--- src/rtl/mem_access_ctrl.sv ---
// Memory-stage access controller: sequences loads/stores as req/ack bus transactions,
// stalls the pipeline while outstanding, and handles lane steering and fault reporting.
module mem_access_ctrl #(
   parameter int unsigned TIMEOUT_CYCLES = 255
) (
   input  logic        clk,
   input  logic        reset_n,
   input  logic        mem_read,
   input  logic        mem_write,
   input  logic [2:0]  funct3,
   input  logic [63:0] addr,
   input  logic [63:0] store_data,
   output logic        dmem_req,
   output logic        dmem_we,
   output logic [63:0] dmem_addr,
   output logic [63:0] dmem_wdata,
   output logic [7:0]  dmem_be,
   input  logic        dmem_ack,
   input  logic [63:0] dmem_rdata,
   output logic        mem_stall,
   output logic [63:0] load_data,
   output logic        load_valid,
   output logic        misaligned_exc,
   output logic        bus_err,
   output logic [63:0] exc_addr
);

   localparam int unsigned CntW = $clog2(TIMEOUT_CYCLES + 1);

   typedef enum logic [1:0] {StIdle, StAccess, StDone} state_e;

   state_e            state_q, state_d;
   logic [63:0]       addr_q, addr_d;
   logic              we_q, we_d;
   logic [7:0]        be_q, be_d;
   logic [63:0]       wdata_q, wdata_d;
   logic [2:0]        funct3_q, funct3_d;
   logic [2:0]        off_q, off_d;
   logic [CntW-1:0]   cnt_q, cnt_d;
   logic [63:0]       load_data_q, load_data_d;
   logic              load_valid_q, load_valid_d;
   logic              mis_q, mis_d;
   logic              bus_err_q, bus_err_d;
   logic [63:0]       exc_addr_q, exc_addr_d;

   logic              access;
   logic [2:0]        off;
   logic              misaligned;
   logic [7:0]        be_new;
   logic [63:0]       rshift;
   logic [63:0]       extracted;

   assign access = mem_read | mem_write;
   assign off    = addr[2:0];

   // funct3[1:0] encodes the size for signed, unsigned and the 111 alias alike
   always_comb begin
      misaligned = 1'b0;
      be_new     = 8'h00;
      unique case (funct3[1:0])
         2'b00: begin misaligned = 1'b0;           be_new = 8'h01 << off; end
         2'b01: begin misaligned = off[0];         be_new = 8'h03 << off; end
         2'b10: begin misaligned = |off[1:0];      be_new = 8'h0F << off; end
         2'b11: begin misaligned = |off;           be_new = 8'hFF;        end
         default: ;
      endcase
      if (!mem_write) be_new = 8'h00;
   end

   always_comb begin
      rshift = dmem_rdata >> {off_q, 3'b000};
      unique case (funct3_q)
         3'b000:  extracted = {{56{rshift[7]}},  rshift[7:0]};
         3'b001:  extracted = {{48{rshift[15]}}, rshift[15:0]};
         3'b010:  extracted = {{32{rshift[31]}}, rshift[31:0]};
         3'b100:  extracted = {56'd0, rshift[7:0]};
         3'b101:  extracted = {48'd0, rshift[15:0]};
         3'b110:  extracted = {32'd0, rshift[31:0]};
         default: extracted = rshift;
      endcase
   end

   always_comb begin
      state_d      = state_q;
      addr_d       = addr_q;
      we_d         = we_q;
      be_d         = be_q;
      wdata_d      = wdata_q;
      funct3_d     = funct3_q;
      off_d        = off_q;
      cnt_d        = cnt_q;
      load_data_d  = load_data_q;
      load_valid_d = 1'b0;
      mis_d        = 1'b0;
      bus_err_d    = 1'b0;
      exc_addr_d   = exc_addr_q;
      unique case (state_q)
         StIdle: begin
            if (access && !misaligned) begin
               state_d  = StAccess;
               addr_d   = {addr[63:3], 3'b000};
               we_d     = mem_write;
               be_d     = be_new;
               wdata_d  = store_data << {off, 3'b000};
               funct3_d = funct3;
               off_d    = off;
               cnt_d    = '0;
            end else if (access) begin
               mis_d      = 1'b1;
               exc_addr_d = addr;
            end
         end
         StAccess: begin
            // ack wins over a timeout reached in the same cycle
            if (dmem_ack) begin
               state_d = StDone;
               if (!we_q) begin
                  load_data_d  = extracted;
                  load_valid_d = 1'b1;
               end
            end else if (cnt_q == CntW'(TIMEOUT_CYCLES - 1)) begin
               state_d    = StDone;
               bus_err_d  = 1'b1;
               exc_addr_d = {addr_q[63:3], off_q};
            end else begin
               cnt_d = cnt_q + CntW'(1);
            end
         end
         StDone:  state_d = StIdle;
         default: state_d = StIdle;
      endcase
   end

   always_ff @(posedge clk or negedge reset_n) begin
      if (!reset_n) begin
         state_q      <= StIdle;
         addr_q       <= '0;
         we_q         <= 1'b0;
         be_q         <= '0;
         wdata_q      <= '0;
         funct3_q     <= '0;
         off_q        <= '0;
         cnt_q        <= '0;
         load_data_q  <= '0;
         load_valid_q <= 1'b0;
         mis_q        <= 1'b0;
         bus_err_q    <= 1'b0;
         exc_addr_q   <= '0;
      end else begin
         state_q      <= state_d;
         addr_q       <= addr_d;
         we_q         <= we_d;
         be_q         <= be_d;
         wdata_q      <= wdata_d;
         funct3_q     <= funct3_d;
         off_q        <= off_d;
         cnt_q        <= cnt_d;
         load_data_q  <= load_data_d;
         load_valid_q <= load_valid_d;
         mis_q        <= mis_d;
         bus_err_q    <= bus_err_d;
         exc_addr_q   <= exc_addr_d;
      end
   end

   assign dmem_req       = (state_q == StAccess);
   assign dmem_we        = we_q & dmem_req;
   assign dmem_addr      = addr_q;
   assign dmem_wdata     = wdata_q;
   assign dmem_be        = be_q;
   assign load_data      = load_data_q;
   assign load_valid     = load_valid_q;
   assign misaligned_exc = mis_q;
   assign bus_err        = bus_err_q;
   assign exc_addr       = exc_addr_q;
   // gated by reset_n so the stall cannot leak while the block is held in reset
   assign mem_stall      = reset_n &
                           (((state_q == StIdle) && access && !misaligned) ||
                            (state_q == StAccess));

endmodule

--- config.mk ---
export PLATFORM = sky130hd
export DESIGN_NAME = mem_access_ctrl
export DESIGN_NICKNAME = d
export VERILOG_FILES = /design/src/rtl/mem_access_ctrl.sv
export SDC_FILE = /design/constraint.sdc
export NUM_CORES = 1
export LEC_CHECK = 0
export CAP_MARGIN = 20
export CORE_MARGIN = 8
export CORE_UTILIZATION = 48
export CTS_BUF_LIST = sky130_fd_sc_hd__clkbuf_4 sky130_fd_sc_hd__clkbuf_8
export DETAILED_ROUTE_END_ITERATION = 8
export GPL_TIMING_DRIVEN = 0
export PLACE_DENSITY = 0.86
export SKIP_CTS_REPAIR_TIMING = 1
export SYNTH_ARGS = -nofsm -noshare
export SYNTH_HDL_FRONTEND = slang
export SYNTH_SLANG_ARGS = --single-unit
--- constraint.sdc ---
create_clock -name clk -period 3.11 [get_ports clk]
set_clock_uncertainty 0.05 [all_clocks]
set_input_delay 0.622 -clock clk [delete_from_list [all_inputs] [get_ports clk]]
set_output_delay 0.622 -clock clk [all_outputs]
set_load 0.01 [all_outputs]
==> results.tsv, run 1 <==
stage	metric	value	unit
timing	final worst path period share	0.967	
outcome	status	complete, no violations	
cts	CTS Sinks	281	
drt	Routed WL	63.4	mm
drt	initial drt markers	1508	
floorplan	Row Count	63	
drt	Pre-Repair DR Iteration Count	5	
synthesis	Synth warnings	0	
cts	CTS tree	built	
min_path	worst hold path class	input port to asynchronous set/reset pin	
grt	global-route wire length before repair	94.1	mm
finish	Core Util, Final	0.703	
timing	Final Hold Vio Count	0	
drt	Vias	15300	
synthesis	mapped cell area	14600	um^2
timing	slew margin rel.	0.419	
timing	fmax	332	MHz
finish	share of cells above drive strength 1	0.112	
cts	root buffer cell	clkbuf_8	
timing	Final setup viols	0	
floorplan	Starting Density	0.489	
worst_setup_path	critical path's largest stage delay	0.53	ns
worst_setup_path	CP Capture Type	output port	
worst_setup_path	Setup CP Type	input port to output port	
worst_setup_path	crit-path cells	clkdlybuf4s50_1 > nor3_4 > nor2_1 > a21bo_4 > buf_4 > a21boi_0 > buf_2	
synthesis	Post-Syn Instances	1567	
floorplan	Die H	190	um
worst_setup_path	critical path data arrival time	2.34	ns
pwr	power density over the cells	995	nW/um^2
cts	Worst-Skew Late Latency	0.58	ns
run	max cap viols	0	
floorplan	# IOs	470	
synthesis	Seq cells post-synth	281	
floorplan	die area	36200	um^2
worst_setup_path	crit path buf inv count	3	
grt	initial antenna violation count	6	
place	post-DP HPWL	47.8	mm
finish	Final #Nets	2297	
synthesis	Seq/Total Area, Yosys	0.483	
timing	min Tclk post-route	3.01	ns
drt	Residual DRC	0	
cts	CTS clk-pin slew, worst paths	0.06	ns
grt	remaining global-route overflow	0	
grt	vias in the first global route	15900	
finish	Area growth, synth to finish	43.8	%
worst_setup_path	CP required	2.44	ns
place	Post-Place Cell Area	19700	um^2
drt	vias per cell	6.08	
place	Port Buf Inserts	463	
worst_setup_path	Worst setup SP type	input port	
synthesis	Synth Area per Inst	9.29	um^2
synthesis	Post-synth EDFFs	0	
grt	GRT Overall Usage	0.336	
pwr	Leak	0.00893	uW
synthesis	library cells used by synthesis	55	
cts	CTS Buffer Depth	3	
synthesis	prevailing post-synth register cell	dfrtp_1	
floorplan	chip width	190	um
cts	Inserted Clock Buffers	48	
place	GPL Wtd Cong	0.980	
drt	WL/cell	25.2	um
timing	Slew Limit Fails	0	
floorplan	CORE AREA	29800	um^2
worst_setup_path	Worst path top cell family by delay	buffers and inverters	
synthesis	Synth async-reset ratio	1.00	
grt	largest net degree at the start of global routing	117	
worst_setup_path	reg2reg setup slack	0.18	ns
drt	Detail Route Antenna Nets	0	
timing	pin slew with the least headroom to its limit	0.870	ns
cts	CTS H-tree lvls	2	
worst_setup_path	worst-path fanout max	10	
worst_setup_path	Crit-path slowest cell	clkdlybuf4s50_1	
finish	fin area	20900	um^2
pwr	worst vdd ir	601	uV
[synth_stat cells, drive strengths merged, types with 3 or more instances]
cell type    n  area share
a21oi       43       0.015
and3         4      0.0017
nand2b      10      0.0043
mux2i       71       0.049
mux2        38       0.030
and2         4      0.0017
nor2b       15      0.0064
nor2       181       0.047
mux4        39       0.060
buf         60       0.022
o31ai        8      0.0041
dfrtp      281        0.48
o2bb2ai      8      0.0048
nand4        5      0.0021
o22ai       65       0.028
nor3b        3      0.0015
xor2         5      0.0030
a221oi       8      0.0048
a211oi      15      0.0077
o21ai       83       0.029
nand2      349       0.090
a31oi       56       0.029
inv          8      0.0021
ha           6      0.0052
nor3        72       0.025
clkbuf      76       0.020
nand3       29       0.010
[layout by cell type (no fill, tap or decap), types with 45 or more instances in the layout]
master,n
o22ai_1,65
o21ai_0,83
clkbuf_1,74
a31oi_1,45
nand2_1,349
clkbuf_8,62
clkdlybuf4s50_1,459
mux2i_1,71
nor2_1,181
nor3_1,70
dfrtp_1,281
[state kept, by name, indices dropped and copies added, names as in the netlist]
name / count
cnt_q: 8
we_q: 1
exc_addr: 64
dmem_addr: 61
load_data: 64
state_q: 2
misaligned_exc: 1
load_valid: 1
dmem_wdata: 64
off_q: 3
bus_err: 1
funct3_q: 3
dmem_be: 8
[metal layers]
layer / track usage / vias to the layer above / share of wire
met1: 0.389 / 7405 / 0.35
met2: 0.546 / 1102 / 0.46
met4: 0.192 / 4 / 0.060
met3: 0.107 / 249 / 0.12
li1: - / 6545 / -
met5: 0 / - / 0.00039
[report_power, final]
group          switching, uW  internal [uW]
Sequential              1220           5350
Clock                   1580           2050
Combinational           5620           5030
Total                   8410          12400
[logic make-up after synthesis]
kind of cell	share of synthesized area
simple gates	0.195
compound gates	0.132
flops	0.483
mux	0.139
buf+inv	0.0432
fa+ha+maj	0.00516
xor+xnor	0.00301
other cells	0.000258
[worst paths after layout]
path | from | endpoint | cells after the start
max reg2reg | state_q[1] | load_data[40] | 5
min reg2reg | dmem_wdata[27] | dmem_wdata[27] | 2
min in group clk | funct3[0] | funct3_q[0] | 3
max | addr[0] | mem_stall | 7
max in group asynchronous | reset_n | dmem_wdata[63] | 3
min | reset_n | dmem_addr[55] | 2
[final cells by class]
| type | count | area (um^2) |
|---|---|---|
| clock inverters | 6 | 67.6 |
| plain buffers | 135 | 599 |
| diodes | 4 | 10.0 |
| inverters | 8 | 30.0 |
| fillers | 2268 | 8860 |
| well taps | 390 | 488 |
| repair buffers | 473 | 4800 |
| multi-input cells | 1144 | 6950 |
| flip-flops and latches | 281 | 7030 |
| clock buffers | 77 | 966 |
[worst register-to-register path: cells and delay by family (launching register included)]
kind	cells	cell delay (ns)
compound gates	1	0.19
buf+inv	2	1.14
flops	1	0.40
simple gates	2	0.98
[through the flow]
| stage | TNS, ns | hold slack, ns | cells | worst slack, ns | power, uW |
|---|---|---|---|---|---|
| finish | 0 | 0.00557 | 2518 | 0.102 | 20800 |
| global route | -0.00982 | 0.0108 | 2518 | -0.00982 | 21800 |
| CTS | -1.27 | -0.0309 | 2507 | -1.27 | 20700 |
| detailed placement | -86.52 | 0.406 | 2424 | -1.25 | 17100 |
| global placement | -3060.21 | 0.404 | 2422 | -10.65 | 16800 |
| floorplan | 0 | 0.276 | 1569 | 0.214 | 11300 |
No activity file was read; power rests on OpenSTA's default activity.
==> run 2: changes to the inputs <==
CORE_UTILIZATION = 30   (was 48)
PLACE_DENSITY = 0.59   (was 0.86)
==> run 2 against run 1 <==
  * Die area grew 54%
  * Global-route usage is 11 points lower
  * Sequential cell count unchanged
  * Largest cell class unchanged
  * Largest power group unchanged
  * Highest routed layer unchanged
==> results.tsv, run 2 (synthesized netlist as in run 1, its figures left out) <==
stage	metric	value	unit
cts	CTS clk-pin slew, worst paths	0.06	ns
grt	GRT Overall Usage	0.230	
place	Post-Place Cell Area	20100	um^2
finish	register area	7030	um^2
drt	Residual DRC	0	
cts	CTS H-tree lvls	2	
grt	initial antenna violation count	11	
worst_setup_path	CP Capture Type	output port	
finish	Fill cells	4651	
timing	RSZ-0062 raised after global routing	false	
floorplan	# IOs	470	
pwr	worst vdd ir	516	uV
grt	largest net degree at the start of global routing	89	
floorplan	Die H	236	um
finish	fin area	21300	um^2
outcome	status	complete, no violations	
cts	Worst-Skew Late Latency	0.64	ns
worst_setup_path	worst-path fanout max	10	
finish	share of cells above drive strength 1	0.115	
floorplan	Row Count	80	
timing	Slew Limit Fails	0	
grt	global-route wire length before repair	98.8	mm
place	GPL Wtd Cong	0.953	
finish	Multi-input gate area	6960	um^2
finish	Area growth, synth to finish	46.3	%
timing	final worst path period share	0.944	
grt	vias in the first global route	15000	
finish	Final #Nets	2299	
drt	Routed WL	66.5	mm
drt	Detail Route Antenna Nets	0	
floorplan	die area	55800	um^2
grt	remaining global-route overflow	0	
finish	most common cell after layout, fill and taps aside	clkdlybuf4s50_1	
worst_setup_path	CP required	2.44	ns
floorplan	chip width	236	um
timing	fmax	341	MHz
finish	most frequent cells in the layout	459 x clkdlybuf4s50_1, 349 x nand2_1, 281 x dfrtp_1	
timing	slew margin rel.	0.420	
pwr	Leak	0.00896	uW
drt	WL/cell	24.2	um
drt	vias per cell	5.27	
place	Place WS	-1.63	ns
timing	pin slew with the least headroom to its limit	0.870	ns
drt	Vias	14500	
worst_setup_path	critical path data arrival time	2.26	ns
cts	Inserted Clock Buffers	51	
cts	CTS Sinks	281	
drt	Pre-Repair DR Iteration Count	5	
min_path	worst hold path class	input port to flop	
floorplan	Starting Density	0.304	
worst_setup_path	Setup CP Type	input port to output port	
cts	root buffer cell	clkbuf_8	
pwr	power density over the cells	987	nW/um^2
place	post-DP HPWL	51.8	mm
cts	CTS Buffer Depth	3	
timing	min Tclk post-route	2.94	ns
worst_setup_path	Worst setup SP type	input port	
timing	final worst-path setup slack	0.174	ns
drt	initial drt markers	1010	
timing	Final setup viols	0	
run	max cap viols	0	
place	Port Buf Inserts	463	
timing	Final Hold Vio Count	0	
floorplan	CORE AREA	47800	um^2
cts	CTS tree	built	
[run 2: final cells by class]
class | instances | area share
flip-flops and latches | 281 | 0.330
multi-input cells | 1144 | 0.327
repair buffers | 472 | 0.225
clock buffers | 80 | 0.0449
well taps | 615 | 0.0361
plain buffers | 135 | 0.0284
clock inverters | 9 | 0.00675
inverters | 8 | 0.00141
diodes | 7 | 0.000822
[run 2: critical path, stage by stage]
cell,delay [ns]
clkdlybuf4s50_1,0.56
a21oi_4,0.22
o21bai_2,0.12
a21bo_4,0.27
buf_6,0.17
a21boi_2,0.14
buf_4,0.16
[run 2: path summary, 6_finish.rpt]
| kind | to | start | cells past startpoint | slack [ns] |
|---|---|---|---|---|
| min in group asynchronous | load_data[56] | reset_n | 3 | 0.53 |
| worst min-delay path | funct3_q[0] | funct3[0] | 3 | 0.35 |
| worst max register to register | load_data[13] | state_q[1] | 6 | 0.30 |
| worst max-delay path | mem_stall | addr[0] | 7 | 0.17 |
| worst min register to register | dmem_wdata[24] | dmem_wdata[24] | 2 | 0.43 |
| max in group asynchronous | dmem_wdata[40] | reset_n | 4 | 1.62 |
[run 2: power by group]
| part | switching [uW] | internal [uW] |
|---|---|---|
| clock | 1670 | 2210 |
| combinational | 5550 | 5030 |
| sequential | 1200 | 5350 |
[run 2: metal layers]
| layer | global-route usage | vias up | share of wire |
|---|---|---|---|
| met5 | 0 | - | 0.00065 |
| met4 | 0.0858 | 6 | 0.035 |
| met3 | 0.0701 | 128 | 0.085 |
| met2 | 0.379 | 639 | 0.48 |
| met1 | 0.281 | 7167 | 0.40 |
| li1 | - | 6549 | - |
[run 2: stage by stage]
| stage | setup TNS [ns] | utilization | hold WS [ns] | cells | total power [uW] |
|---|---|---|---|---|---|
| detailed placement | -124.63 | 0.419 | 0.409 | 2650 | 17200 |
| global route | 0 | 0.445 | 0.321 | 2749 | 22300 |
| global placement | -3295.05 | 0.417 | 0.409 | 2647 | 17100 |
| floorplan | 0 | - | 0.276 | 1569 | 11300 |
| CTS | -9.95 | 0.442 | -0.196 | 2739 | 21200 |
| finish | 0 | 0.445 | 0.347 | 2751 | 21000 |
==> RTL change (flow settings as in run 1) <==
Set the parameter `TIMEOUT_CYCLES` to 510 (it was 255).
--- a/src/rtl/mem_access_ctrl.sv
+++ b/src/rtl/mem_access_ctrl.sv
@@ -3,3 +3,3 @@
 module mem_access_ctrl #(
-   parameter int unsigned TIMEOUT_CYCLES = 255
+   parameter int unsigned TIMEOUT_CYCLES = 510
 ) (
Function: same outputs for any inputs over 4 cycles, from zero or initial values and one cycle with reset_n low; that may be too few to reach the edited logic, so the function may still have changed.
==> RTL change against run 1 <==
- power is 2.6% higher
- global-route usage is 1.1 points lower
- the run now ends with hold timing left
- routed wire length is 0.83% lower
- first-iteration DRC count is 7.9% lower
- register-to-register slack better by 0.28 ns
- sequential cell count is 1 higher
- synthesized cell count is 0.64% higher
- non-clock buffer count is 6 lower
- clock power is 3% higher
- largest power group unchanged
- area after synthesis is 3.0% higher
- setup slack worse by 0.054 ns
- final area is 2.2% higher
==> RTL change: results (changes against run 1) <==
final hold vios 28 (was 0); Leak 9.25 nW (was 8.93 nW); DR iter-0 viols 1389 (was 1508); placed cells 2440 (was 2424); pin count of the biggest net entering global routing 114 (was 117); net switching power 0.00868 W (was 0.00841 W); Initial DRT Pass Iterations 5 (unchanged); CTS Buffer Depth 3 (unchanged); dpl ws -1.18 ns (was -1.25 ns); outcome finished with violations (was finished clean); clock root buffer master clkbuf_8 (unchanged); r2r setup slk 0.46 ns (was 0.18 ns); Worst path slowest cell a211o_1 (was clkdlybuf4s50_1); Max-slew headroom 39.7% (was 41.9%); post-DP HPWL 47700 um (was 47800 um); Worst R2R Start state_q[1] (unchanged); CP arrival 2.39 ns (was 2.34 ns); initial antenna violation count 4 (was 6); share of layout cells above drive strength 1 12.3% (was 11.2%); failing checks hold timing; reg-to-reg endpoint dmem_wdata[39] (was load_data[40]); GP Congestion 1.04 (was 0.980); port buffer count 463 (unchanged); nets 2305 (was 2297); top cells by count, synth 328 x nand2_1, 282 x dfrtp_1, 183 x o21ai_0 (was 349 x nand2_1, 281 x dfrtp_1, 181 x nor2_1); wirelength, routed 62900 um (was 63400 um); placed cell area 20200 sq um (was 19700 sq um); fill count 2333 (was 2268); sequential share of the synthesized area 47.1% (was 48.3%); Critical Path Fanout Max 10 (unchanged); CP max stage delay 0.32 ns (was 0.53 ns); via/cell ratio 5.90 (was 6.08); number of global-route vias before repair 15500 (was 15900); DR WL/cell 24.8 um (was 25.2 um); Cells after Synth 1577 (was 1567); peak supply drop 726 uV (was 601 uV); GRT Util Overall 32.5% (was 33.6%); Synth Area in Compound Gates 15.6% (was 13.2%); synth unique cells 66 (was 55); XOR/XNOR Fraction of Synth Area 0.292% (was 0.301%); post-synthesis mux area share 16.0% (was 13.9%); Finished Cell Area 21400 sq um (was 20900 sq um); synth top area cells dfrtp_1 47%, mux2i_1 9.7%, nand2_1 8.2% (was dfrtp_1 48%, nand2_1 9.0%, mux4_2 6.0%); Fin Hold WS -0.0316 ns (was 0.00557 ns)
RTL change: cell count changes in the layout (fill, tap and decap cells not counted), sizes merged, moves of 44 or more:
cell and delta:
o21ai +103, mux2i +74, nor3 -64, o22ai -62
a31oi -56, a21oi +45, nor2 -44
RTL change: worst register-to-register path: stages (launching register included):
cell and delay [ns]:
dfrtp_1 0.48, clkbuf_1 0.37, a211oi_2 0.77, buf_2 0.41
o221ai_1 0.28, o21a_1 0.18
RTL change: cell type report:
| class | instances | area share (%) |
|---|---|---|
| clock inverters | 6 | 0.316 |
| well taps | 396 | 2.31 |
| diodes | 4 | 0.0468 |
| plain buffers | 132 | 2.98 |
| repair buffers | 470 | 22.2 |
| flip-flops and latches | 282 | 33.0 |
| inverters | 9 | 0.158 |
| multi-input cells | 1156 | 34.2 |
| clock buffers | 83 | 4.78 |
RTL change: worst max-delay path by stage:
stage                     startpoint              to  slack, ns
after global routing       funct3[0]       mem_stall     -0.003
final                      funct3[0]       mem_stall       0.05
after floorplan            funct3[0]       mem_stall       0.31
after global placement       reset_n  dmem_wdata[10]     -10.72
after detailed placement   funct3[0]       mem_stall      -1.18
after CTS                  funct3[0]       mem_stall      -1.18
RTL change: layer usage:
metal	wire, um	GRT usage [%]	part of all wire [%]
met1	23600	39.6	38
met3	6240	7.93	9.9
met4	3120	16.3	5.0
met2	29900	53.2	47
met5	13	0	0.021
RTL change: power by group through the flow:
| stage | clock, W | sequential (W) | combinational (W) |
|---|---|---|---|
| finish | 0.00374 | 0.00647 | 0.0112 |
| global route | 0.00395 | 0.00665 | 0.0119 |
| CTS | 0.00378 | 0.00645 | 0.0111 |
| detailed placement | 0 | 0.00649 | 0.0110 |
| global placement | 0 | 0.00641 | 0.0109 |
| floorplan | 0 | 0.00703 | 0.00460 |
RTL change: cell families (layout without fill, tap and decap cells):
| group | count (synthesis) | after routing |
|---|---|---|
| other | 1 | 7 |
| buffers and inverters | 141 | 700 |
| DFF | 282 | 282 |
| muxes | 196 | 196 |
| adders and majority gates | 6 | 6 |
| xor gates and xnor gates | 5 | 5 |
| and+or+nand+nor | 568 | 568 |
| AOI/OAI and AO/OA | 378 | 378 |
RTL change: per-stage QoR:
step	setup TNS, ns	hold slack, ns
4_1_cts	-1.18	-0.0417
2_1_floorplan	0	0.276
5_1_grt	-0.00281	0.00260
3_3_place_gp	-3065.75	0.414
3_5_place_dp	-65.93	0.418
6_report	0	-0.0316
